**src/rtl/alu_pipe.sv**
```systemverilog
// Two-stage valid/ready ALU with pass-through tag and flags.
// Optional sticky overflow flag enabled by ALU_PIPE_STICKY_OVF_EN.
module alu_pipe #(
  parameter int WIDTH = 32,
  parameter int TAG_W = 4
) (
  input  logic             clk,
  input  logic             reset,
  input  logic             in_valid,
  output logic             in_ready,
  input  logic [2:0]       command,
  input  logic [WIDTH-1:0] a,
  input  logic [WIDTH-1:0] b,
  input  logic [TAG_W-1:0] in_tag,
  output logic             out_valid,
  input  logic             out_ready,
  output logic [WIDTH-1:0] result,
  output logic             carryout,
  output logic             overflow,
  output logic             zero,
  output logic [TAG_W-1:0] out_tag,
  input  logic             sticky_clr,
  output logic             sticky_ovf
);

  localparam logic [2:0] CMD_ADD  = 3'd0;
  localparam logic [2:0] CMD_SUB  = 3'd1;
  localparam logic [2:0] CMD_XOR  = 3'd2;
  localparam logic [2:0] CMD_SLT  = 3'd3;
  localparam logic [2:0] CMD_AND  = 3'd4;
  localparam logic [2:0] CMD_NAND = 3'd5;
  localparam logic [2:0] CMD_OR   = 3'd6;
  localparam logic [2:0] CMD_NOR  = 3'd7;

  logic             s1_valid;
  logic [2:0]       s1_cmd;
  logic [WIDTH-1:0] s1_a;
  logic [WIDTH-1:0] s1_b;
  logic [TAG_W-1:0] s1_tag;

  logic s2_load;
  logic s1_load;
  logic accept;

  assign s2_load   = !out_valid || out_ready;
  assign s1_load   = !s1_valid || s2_load;
  assign in_ready  = s1_load;
  assign accept    = in_valid && in_ready;

  always_ff @(posedge clk) begin
    if (reset) begin
      s1_valid <= 1'b0;
      s1_cmd   <= '0;
      s1_a     <= '0;
      s1_b     <= '0;
      s1_tag   <= '0;
    end else if (s1_load) begin
      s1_valid <= accept;
      if (accept) begin
        s1_cmd <= command;
        s1_a   <= a;
        s1_b   <= b;
        s1_tag <= in_tag;
      end
    end
  end

  logic             sub_mode;
  logic [WIDTH-1:0] b_op;
  logic [WIDTH:0]   sum;
  logic             ovf_raw;
  logic             lt;
  logic [WIDTH-1:0] res_c;
  logic             co_c;
  logic             ov_c;

  // SLT reuses the subtractor; sign ^ overflow gives the true signed compare
  always_comb begin
    sub_mode = (s1_cmd == CMD_SUB) || (s1_cmd == CMD_SLT);
    b_op     = sub_mode ? ~s1_b : s1_b;
    sum      = {1'b0, s1_a} + {1'b0, b_op}
             + {{WIDTH{1'b0}}, sub_mode};
    ovf_raw  = (s1_a[WIDTH-1] == b_op[WIDTH-1])
            && (sum[WIDTH-1] != s1_a[WIDTH-1]);
    lt       = sum[WIDTH-1] ^ ovf_raw;
    res_c    = '0;
    co_c     = 1'b0;
    ov_c     = 1'b0;
    unique case (s1_cmd)
      CMD_ADD, CMD_SUB: begin
        res_c = sum[WIDTH-1:0];
        co_c  = sum[WIDTH];
        ov_c  = ovf_raw;
      end
      CMD_XOR:  res_c = s1_a ^ s1_b;
      CMD_SLT:  res_c = {{(WIDTH-1){1'b0}}, lt};
      CMD_AND:  res_c = s1_a & s1_b;
      CMD_NAND: res_c = ~(s1_a & s1_b);
      CMD_OR:   res_c = s1_a | s1_b;
      CMD_NOR:  res_c = ~(s1_a | s1_b);
      default:  res_c = '0;
    endcase
  end

  always_ff @(posedge clk) begin
    if (reset) begin
      out_valid <= 1'b0;
      result    <= '0;
      carryout  <= 1'b0;
      overflow  <= 1'b0;
      zero      <= 1'b0;
      out_tag   <= '0;
    end else if (s2_load) begin
      out_valid <= s1_valid;
      if (s1_valid) begin
        result   <= res_c;
        carryout <= co_c;
        overflow <= ov_c;
        zero     <= ~|res_c;
        out_tag  <= s1_tag;
      end
    end
  end

`ifdef ALU_PIPE_STICKY_OVF_EN
  logic sticky_q;
  always_ff @(posedge clk) begin
    if (reset)
      sticky_q <= 1'b0;
    else if (out_valid && out_ready && overflow)
      sticky_q <= 1'b1;
    else if (sticky_clr)
      sticky_q <= 1'b0;
  end
  assign sticky_ovf = sticky_q;
`else
  // Feature off: tie low while still consuming sticky_clr
  assign sticky_ovf = sticky_clr & 1'b0;
`endif

endmodule

```
**config.mk**
```make
export PLATFORM = sky130hd
export DESIGN_NAME = alu_pipe
export DESIGN_NICKNAME = d
export VERILOG_FILES = /design/src/rtl/alu_pipe.sv
export SDC_FILE = /design/constraint.sdc
export NUM_CORES = 1
export LEC_CHECK = 0
export CORE_ASPECT_RATIO = 1.5
export CORE_MARGIN = 3
export CORE_UTILIZATION = 55
export DETAILED_ROUTE_END_ITERATION = 10
export HOLD_SLACK_MARGIN = 0.03
export PLACE_DENSITY = 0.8
export SETUP_SLACK_MARGIN = 0.1
export SYNTH_ARGS = -nofsm -noshare
export SYNTH_HDL_FRONTEND = slang
export SYNTH_SLANG_ARGS = --single-unit
```
**constraint.sdc**
```tcl
create_clock -name clk -period 8.95 [get_ports clk]
set_input_delay 1.79 -clock clk [delete_from_list [all_inputs] [get_ports clk]]
set_output_delay 1.79 -clock clk [all_outputs]
set_load 0.1 [all_outputs]
```
==> impl_metrics.json, run 1 <==
{
  "status": "completed",
  "wirelength_mm": 23.9,
  "cts_hold_buffers": 0,
  "drt_pass1_iterations": 5,
  "power.switching_uw": 574,
  "ys_async_sr_fraction": 0,
  "cp-start-kind": "input port",
  "drt-initial-drc-count": 475,
  "hpwl_mm": 17.4,
  "fin_nets": 1434,
  "core_sq_um": 15800,
  "cts_max_level": 3,
  "pre_cts_ws_ps": 3510,
  "place_area_sq_um": 10100,
  "hold_path.class": "flop to flop",
  "max_freq_ghz": 0.183,
  "synthXorXnorAreaFrac": 0.0914,
  "timing_worst_setup_path_type": "input port to output port",
  "tightest_slew_ps": 1020,
  "ys_seq_area_frac": 0.252,
  "path_max_fanout": 5,
  "wl_per_cell_microns": 16.2,
  "gp_congestion": 0.927,
  "period_share": 0.609,
  "io_pins": 118,
  "synth_cells": 1205,
  "yosys.area_share.simple": 0.196,
  "ys.flop_type": "dfxtp_1",
  "yosys.area_share.adder": 0.136,
  "final_util": 0.661,
  "synth_edf_count": 0,
  "overflow": 0,
  "hold_viol": 0,
  "synthDominantCellAreaShare": 0.252,
  "cp-end-kind": "output port",
  "drive_gt1_frac": 0.0458,
  "drc_errors": 0,
  "grt_pass1_wl_mm": 39.4,
  "n_fill_cell": 1446,
  "tns_ps": 0,
  "cts_tree": "yes",
  "ys_top_cells_by_area": "dfxtp_1, ha_1, nand2_1",
  "grt_pass1_vias": 8133,
  "synth_compound_area_frac": 0.236,
  "cts_buffer_depth": 2,
  "whs_ps": 456,
  "synth_commonest_cells": "nand2_1, a21oi_1, dfxtp_1",
  "synth_nets": 1377,
  "share_comb_of_total_power": 0.344,
  "synth.distinct_cells": 73,
  "cts_root_buf": "clkbuf_16",
  "cts-resized-gates": 0,
  "viasPerCell": 5.78,
  "cts_num_sinks": 112,
  "synth_seq_cells": 112,
  "finalInstanceArea_sq_um": 10400,
  "p_seq_frac": 0.364,
  "min_period_ps": 5450,
  "grt_max_degree": 73,
  "netlist_area_sq_um": 8910,
  "die_h_microns": 162,
  "start_util": 0.565,
  "worstPathArrival_ps": 3660,
  "clock_latency_ps": 380,
  "antenna_left": 0,
  "slew_violations": 0,
  "pwr-share-clk": 0.292,
  "yosysMostFrequentCell": "nand2_1",
  "irDropWorstVdd_mv": 0.0892,
  "antennaDiodeCount": 0,
  "syn_to_final_growth_pct": 17.0,
  "avgSynthCellArea_sq_um": 7.39,
  "finalClockSkew_ps": 12.3,
  "finalPower_mw": 1.53,
  "antenna_found_initial": 0,
  "synth_warnings": 0,
  "numPortBuffers": 115,
  "vias": 8501,
  "clk_pin_slew_ps": 80,
  "p_per_area_nw_per_um2": 147,
  "required_ps": 7160,
  "switching_share": 0.376,
  "setup_slack_ps": 3500,
  "power.leakage_nw": 4.18,
  "post-cts-setup-buffer-count": 0,
  "place_inst": 1454,
  "setup_viol": 0,
  "synth_top_family_by_area": "compound AO/OA/AOI/OAI gates",
  "maxCapViolCount": 0,
  "numCtsBuffers": 9,
  "die_area_sq_um": 17800,
  "internal_power_uw": 953,
  "fin_cells": 1470,
  "die_w_microns": 110,
  "synth_top_area_cell": "dfxtp_1",
  "grt.total_usage": 0.274,
  "rsz0062_at_grt": "false",
  "synth_mux_area_frac": 0.0202,
  "core.rowCount": 56,
  "slew_headroom": 0.318
}
==> state kept, by name, summed over array words and instances (netlist names) <==
| name | count |
|---|---|
| result | 32 |
| s1_a | 32 |
| s1_b | 32 |
| out_tag | 4 |
| s1_tag | 4 |
| s1_cmd | 3 |
| carryout | 1 |
| out_valid | 1 |
| overflow | 1 |
| s1_valid | 1 |
| zero | 1 |
==> worst max-delay path: stages <==
cell and delay (ps):
clkdlybuf4s50_1 400, nor2b_1 300, nand2_1 170, clkdlybuf4s50_1 1000
==> area by class of cell <==
type | instances | area [sq um] | area share
clock buffers | 9 | 225 | 0.0216
flip-flops and latches | 112 | 2240 | 0.215
clock inverters | 7 | 103 | 0.00985
multi-input cells | 932 | 6060 | 0.581
repair buffers | 126 | 1230 | 0.118
well taps | 203 | 254 | 0.0244
inverters | 81 | 304 | 0.0292
==> metal layers <==
layer	global-route usage	vias up	wire length (microns)
met5	0	-	0
met4	0.120	0	947
met3	0.0314	60	1010
met2	0.494	226	12200
met1	0.320	3976	9700
li1	-	4239	-
==> kinds of logic (layout without fill, tap and decap cells) <==
logic type      count (synthesis)  after routing
simple gates                  398            398
mux                            18             18
other cells                     1              1
compound gates                326            326
buf+inv                       161            223
fa+ha+maj                      96             96
flops                         112            112
xor+xnor                       93             93
==> path summary, 6_finish.rpt <==
| path | startpoint | depth (start not counted) | end | slack [ps] |
|---|---|---|---|---|
| worst max-delay path | out_ready | 4 | in_ready | 3500 |
| worst max register to register | s1_cmd[0] | 15 | zero | 4130 |
| worst min-delay path | result[8] | 2 | result[8] | 460 |
| worst min register to register | result[8] | 2 | result[8] | 460 |
==> cell usage in the layout (no fill, tap or decap), types with 7 or more instances in the layout <==
| cell type | n |
|---|---|
| o211ai_1 | 10 |
| xnor2_1 | 80 |
| xor2_1 | 13 |
| nor3_1 | 21 |
| a21oi_1 | 151 |
| a21o_1 | 10 |
| clkdlybuf4s50_1 | 114 |
| nand2b_1 | 9 |
| a211oi_1 | 20 |
| clkbuf_16 | 9 |
| buf_4 | 12 |
| nand3_1 | 9 |
| o21ai_0 | 30 |
| a21boi_0 | 15 |
| o22ai_1 | 16 |
| or2_2 | 7 |
| dfxtp_1 | 110 |
| o21a_1 | 8 |
| nor2_1 | 76 |
| mux2i_1 | 18 |
| nor4_1 | 7 |
| nand2_1 | 221 |
| and2_1 | 12 |
| inv_1 | 81 |
| nand4_1 | 7 |
| ha_1 | 95 |
==> power groups by stage <==
stage	Clock (mW)	Combinational, mW	Sequential, mW
6_report	0.446	0.525	0.556
5_1_grt	0.472	0.574	0.560
3_5_place_dp	0	0.519	0.567
4_1_cts	0.457	0.523	0.556
3_3_place_gp	0	0.512	0.566
2_1_floorplan	0	0.306	0.640
No activity file was read; power rests on OpenSTA's default activity.
==> inputs of run 2 (changes only) <==
==> constraint.sdc (replaced) <==
create_clock -name clk -period 5.1 [get_ports clk]
set_input_delay 1.02 -clock clk [delete_from_list [all_inputs] [get_ports clk]]
set_output_delay 1.02 -clock clk [all_outputs]
set_load 0.1 [all_outputs]
==> impl_metrics.json, run 2 (synthesis gave the netlist of run 1 again) <==
{
  "cts_root_buf": "clkbuf_16",
  "viasPerCell": 5.76,
  "status": "completed",
  "setup_viol": 0,
  "worstPathArrival_ps": 4470,
  "reg_top3": "result: 32 flops, s1_a: 32 flops, s1_b: 32 flops",
  "timing_worst_setup_path_type": "flop to flop",
  "io_pins": 118,
  "drive_gt1_frac": 0.0480,
  "antenna_left": 0,
  "place_inst": 1458,
  "gp_congestion": 0.937,
  "fin_cells": 1474,
  "slew_violations": 0,
  "die_area_sq_um": 17800,
  "r2r_start": "s1_cmd[2]",
  "start_util": 0.565,
  "cp-end-kind": "flop",
  "period_share": 0.826,
  "drt-initial-drc-count": 375,
  "grt_max_degree": 73,
  "numPortBuffers": 115,
  "irDropWorstVdd_mv": 0.178,
  "use_met2": 0.506,
  "grt_pass1_wl_mm": 40.5,
  "drc_errors": 0,
  "min_period_ps": 4210,
  "antennaDiodeCount": 0,
  "place_area_sq_um": 10100,
  "cts_max_level": 3,
  "grt_use_met3": 0.0386,
  "required_ps": 5360,
  "final_cell_mix": "nand2_1, a21oi_1, clkdlybuf4s50_1",
  "fin_nets": 1438,
  "numCtsBuffers": 9,
  "worstHoldStart": "result[16]",
  "slew_headroom": 0.254,
  "overflow": 0,
  "top_usage_layer": "met2",
  "maxCapViolCount": 0,
  "startpoint": "s1_cmd[2]",
  "tns_ps": 0,
  "grt_pass1_vias": 8284,
  "rrSetupSlack_ps": 890,
  "layout_commonest_cell": "nand2_1",
  "max_freq_ghz": 0.237,
  "hold_viol": 0,
  "grt.total_usage": 0.284,
  "hpwl_mm": 18.3,
  "cp-start-kind": "flop",
  "cts_hold_buffers": 0,
  "tightest_slew_ps": 1120,
  "wl_per_cell_microns": 16.6,
  "cts-resized-gates": 0,
  "finalInstanceArea_sq_um": 10400,
  "core_sq_um": 15800,
  "clk_pin_slew_ps": 80,
  "syn_to_final_growth_pct": 16.9,
  "core.rowCount": 56,
  "vias": 8483,
  "power.leakage_nw": 4.18,
  "cts_tree": "yes",
  "finalClockSkew_ps": 10.9,
  "cts_num_sinks": 112,
  "hold_path.class": "flop to flop",
  "die_w_microns": 110,
  "die_h_microns": 162,
  "p_per_area_nw_per_um2": 250,
  "antenna_found_initial": 0,
  "cts_buffer_depth": 2,
  "path_max_fanout": 15,
  "wirelength_mm": 24.5,
  "rsz0062_at_grt": "false",
  "met1_usage": 0.330,
  "post-cts-setup-buffer-count": 0,
  "drt_pass1_iterations": 5,
  "clock_latency_ps": 370
}
-- run 2: changes by cell type in the layout (fill, tap and decap cells not counted) --
cell	previous run	this run
inv_12	1	0
buf_4	12	16
clkbuf_1	0	1
clkinv_4	0	1
bufinv_16	1	0
clkinv_8	1	2
clkinvlp_4	0	1
inv_8	2	0
-- run 2: worst paths after layout --
check,end,cells past startpoint
worst min-delay path,result[16],2
worst max register to register,zero,13
worst min register to register,result[16],2
worst max-delay path,zero,13
-- run 2: where the power goes --
group          internal, mW  switching [mW]  leakage [nW]  total, mW
registers             0.926          0.0526         0.921      0.979
clock network         0.345           0.359         0.139      0.705
logic                 0.345           0.580          3.12      0.926
total                  1.62           0.992          4.18       2.61
-- run 2: cell type report --
cell class                 count  area, sq um
fill                        1436         5350
clock buffer                  10          229
clock inverter                 6         66.3
timing repair buffer         130         1260
multi-input combinational    932         6060
sequential                   112         2240
inverter                      81          304
tap                          203          254
-- run 2: stage by stage --
| stage | power [mW] | setup slack [ps] | util | hold slack, ps |
|---|---|---|---|---|
| 2_1_floorplan | 1.66 | 492 | - | 432 |
| 3_3_place_gp | 1.90 | 1040 | 0.642 | 436 |
| 5_1_grt | 2.75 | 564 | 0.661 | 471 |
| 4_1_cts | 2.62 | 907 | 0.661 | 459 |
| 6_report | 2.61 | 887 | 0.661 | 455 |
| 3_5_place_dp | 1.92 | 938 | 0.642 | 447 |
-- run 2: worst max-delay path, cell delays in order, from the launching register on --
cell,delay (ps)
dfxtp_1,370
nand2b_2,330
buf_4,340
xnor2_1,160
ha_1,320
a211oi_1,390
o21ai_1,130
a21boi_0,480
o211ai_2,280
a2111oi_2,510
nor3_1,110
o31ai_2,350
nor4_1,80
a41o_1,250
-- run 2: layer usage --
metal | routed length [microns] | share of wire
met4 | 985 | 0.040
met3 | 977 | 0.040
met2 | 12800 | 0.52
met1 | 9730 | 0.40
met5 | 0 | 0
==> inputs of run 3 (changes only) <==
--- a/config.mk
+++ b/config.mk
@@ -7,10 +7,10 @@
 export LEC_CHECK = 0
 export CORE_ASPECT_RATIO = 1.5
 export CORE_MARGIN = 3
-export CORE_UTILIZATION = 55
+export CORE_UTILIZATION = 51
 export DETAILED_ROUTE_END_ITERATION = 10
 export HOLD_SLACK_MARGIN = 0.03
-export PLACE_DENSITY = 0.8
+export PLACE_DENSITY = 0.78
 export SETUP_SLACK_MARGIN = 0.1
 export SYNTH_ARGS = -nofsm -noshare
 export SYNTH_HDL_FRONTEND = slang
==> constraint.sdc (replaced) <==
create_clock -name clk -period 3.42 [get_ports clk]
set_input_delay 0.684 -clock clk [delete_from_list [all_inputs] [get_ports clk]]
set_output_delay 0.684 -clock clk [all_outputs]
set_load 0.1 [all_outputs]
==> impl_metrics.json, run 3 (synthesis gave the netlist of run 1 again) <==
{
  "clk_pin_slew_ps": 80,
  "antenna_left": 0,
  "internal_power_mw": 2.71,
  "drc_errors": 0,
  "power.leakage_nw": 4.89,
  "cp-start-kind": "flop",
  "cts_tree": "yes",
  "p_per_area_nw_per_um2": 371,
  "seq_area_sq_um": 2250,
  "cts_num_sinks": 112,
  "gp_congestion": 0.949,
  "switching_share": 0.375,
  "tns_ps": -11.6,
  "setup_slack_ps": -11.6,
  "reg_top3": "result: 32 flops, s1_a: 32 flops, s1_b: 32 flops",
  "hold_path.class": "flop to flop",
  "die_w_microns": 114,
  "multi_input_comb_area_sq_um": 6380,
  "cp_slowest_cell": "a211oi_4",
  "share_comb_of_total_power": 0.392,
  "numPortBuffers": 115,
  "cp_slowest_stage_delay_ps": 370,
  "cts_max_level": 3,
  "p_seq_frac": 0.337,
  "drt-initial-drc-count": 534,
  "maxCapViolCount": 0,
  "viasPerCell": 5.62,
  "numCtsBuffers": 9,
  "rsz0062_at_grt": "true",
  "hold_viol": 0,
  "fin_cells": 1599,
  "pwr-share-clk": 0.271,
  "die_area_sq_um": 19100,
  "grt_pass1_wl_mm": 44.2,
  "cp_top_family": "compound AO/OA/AOI/OAI gates",
  "setup_viol": 1,
  "tightest_slew_ps": 1020,
  "wirelength_mm": 27.4,
  "timing_worst_setup_path_type": "flop to flop",
  "status": "finished with violations",
  "place_inst": 1571,
  "path_buf_inv": 3,
  "grt_max_degree": 73,
  "wl_per_cell_microns": 17.1,
  "io_pins": 118,
  "pre_cts_ws_ps": -92.0,
  "finalPower_mw": 4.33,
  "grt_pass1_vias": 8837,
  "die_h_microns": 168,
  "n_fill_cell": 1469,
  "slew_headroom": 0.317,
  "required_ps": 3740,
  "final_cell_mix": "nand2_1, a21oi_1, buf_4",
  "layout_commonest_cell": "nand2_1",
  "core_sq_um": 17000,
  "crit_chain": "nand2b_4 > buf_6 > xnor2_4 > ha_4 > a211o_1 > o221a_4 > a211oi_4 > buf_4 > xor2_1 > a21o_1 > and4_1 > nand4_1 > nor4_2 > buf_4 > a41o_1",
  "drive_gt1_frac": 0.171,
  "antenna_found_initial": 0,
  "hpwl_mm": 20.6,
  "cts_root_buf": "clkbuf_16",
  "worstPathArrival_ps": 3750,
  "finalClockSkew_ps": 11.0,
  "cts_hold_buffers": 0,
  "fin_nets": 1556,
  "cp_common_cell": "buf_4",
  "min_period_ps": 3430,
  "clock_latency_ps": 370,
  "syn_to_final_growth_pct": 31.3,
  "max_freq_ghz": 0.291,
  "irDropWorstVdd_mv": 0.327,
  "violations": "negative setup slack",
  "path_max_fanout": 4,
  "power.switching_mw": 1.62,
  "period_share": 1.00,
  "vias": 8985,
  "drt_pass1_iterations": 5,
  "antennaDiodeCount": 0,
  "start_util": 0.525,
  "cts_buffer_depth": 2,
  "grt.total_usage": 0.285,
  "core.rowCount": 58,
  "cp-end-kind": "flop",
  "slew_violations": 0,
  "overflow": 0
}
run 3: changes by cell type in the layout (fill, tap and decap cells not counted), sizes merged:
cell	before	now
clkdlybuf4s50	114	99
clkinv	3	2
bufinv	0	1
clkbuf	10	9
inv	83	85
clkinvlp	1	0
buf	16	149
run 3: cell type report:
class	instances	area share
Inverter	81	0.0260
Multi-Input combinational cell	932	0.545
Timing Repair Buffer	248	0.186
Clock inverter	7	0.00877
Sequential cell	112	0.192
Clock buffer	9	0.0193
Tap cell	210	0.0225
run 3: per-stage QoR:
stage                     utilization  hold slack, ps  instance area [sq um]
after floorplan                     -             432                   9110
after global placement          0.649             437                  11000
after detailed placement        0.649             443                  11000
after CTS                       0.676             455                  11500
after global routing            0.689             469                  11700
final                           0.689             454                  11700
run 3: final timing paths:
check                           startpoint          to  slack (ps)  cells past startpoint
worst max-delay path             s1_cmd[2]        zero         -10                     15
worst min-delay path            result[31]  result[31]         450                      2
worst max register to register   s1_cmd[2]        zero         -10                     15
worst min register to register  result[31]  result[31]         450                      2
run 3: routing by layer:
| layer | up-vias | routed length [microns] | GRT usage |
|---|---|---|---|
| li1 | 4487 | - | - |
| met1 | 4245 | 10400 | 0.308 |
| met2 | 192 | 15100 | 0.546 |
| met3 | 61 | 884 | 0.0370 |
| met4 | 0 | 1010 | 0.117 |
| met5 | - | 0 | 0 |
run 3: tightest hold or removal path: stages (launching register included):
cell     delay, ps
dfxtp_1        320
nand2_1         50
a21oi_1         50
run 3: power groups by stage:
stage / Sequential [mW] / Clock [mW] / Combinational, mW
5_1_grt: 1.47 / 1.26 / 1.84
3_3_place_gp: 1.49 / 0 / 1.58
4_1_cts: 1.46 / 1.20 / 1.65
3_5_place_dp: 1.49 / 0 / 1.60
2_1_floorplan: 1.68 / 0 / 0.844
6_report: 1.46 / 1.18 / 1.70
run 3: what timing repair did:
action	CTS	global route
cloned	0	0
endpoints found under the hold margin	0	0
resized for setup	20	30
setup endpoints to repair	6	15
pin swaps	13	23
buffers inserted	6	6
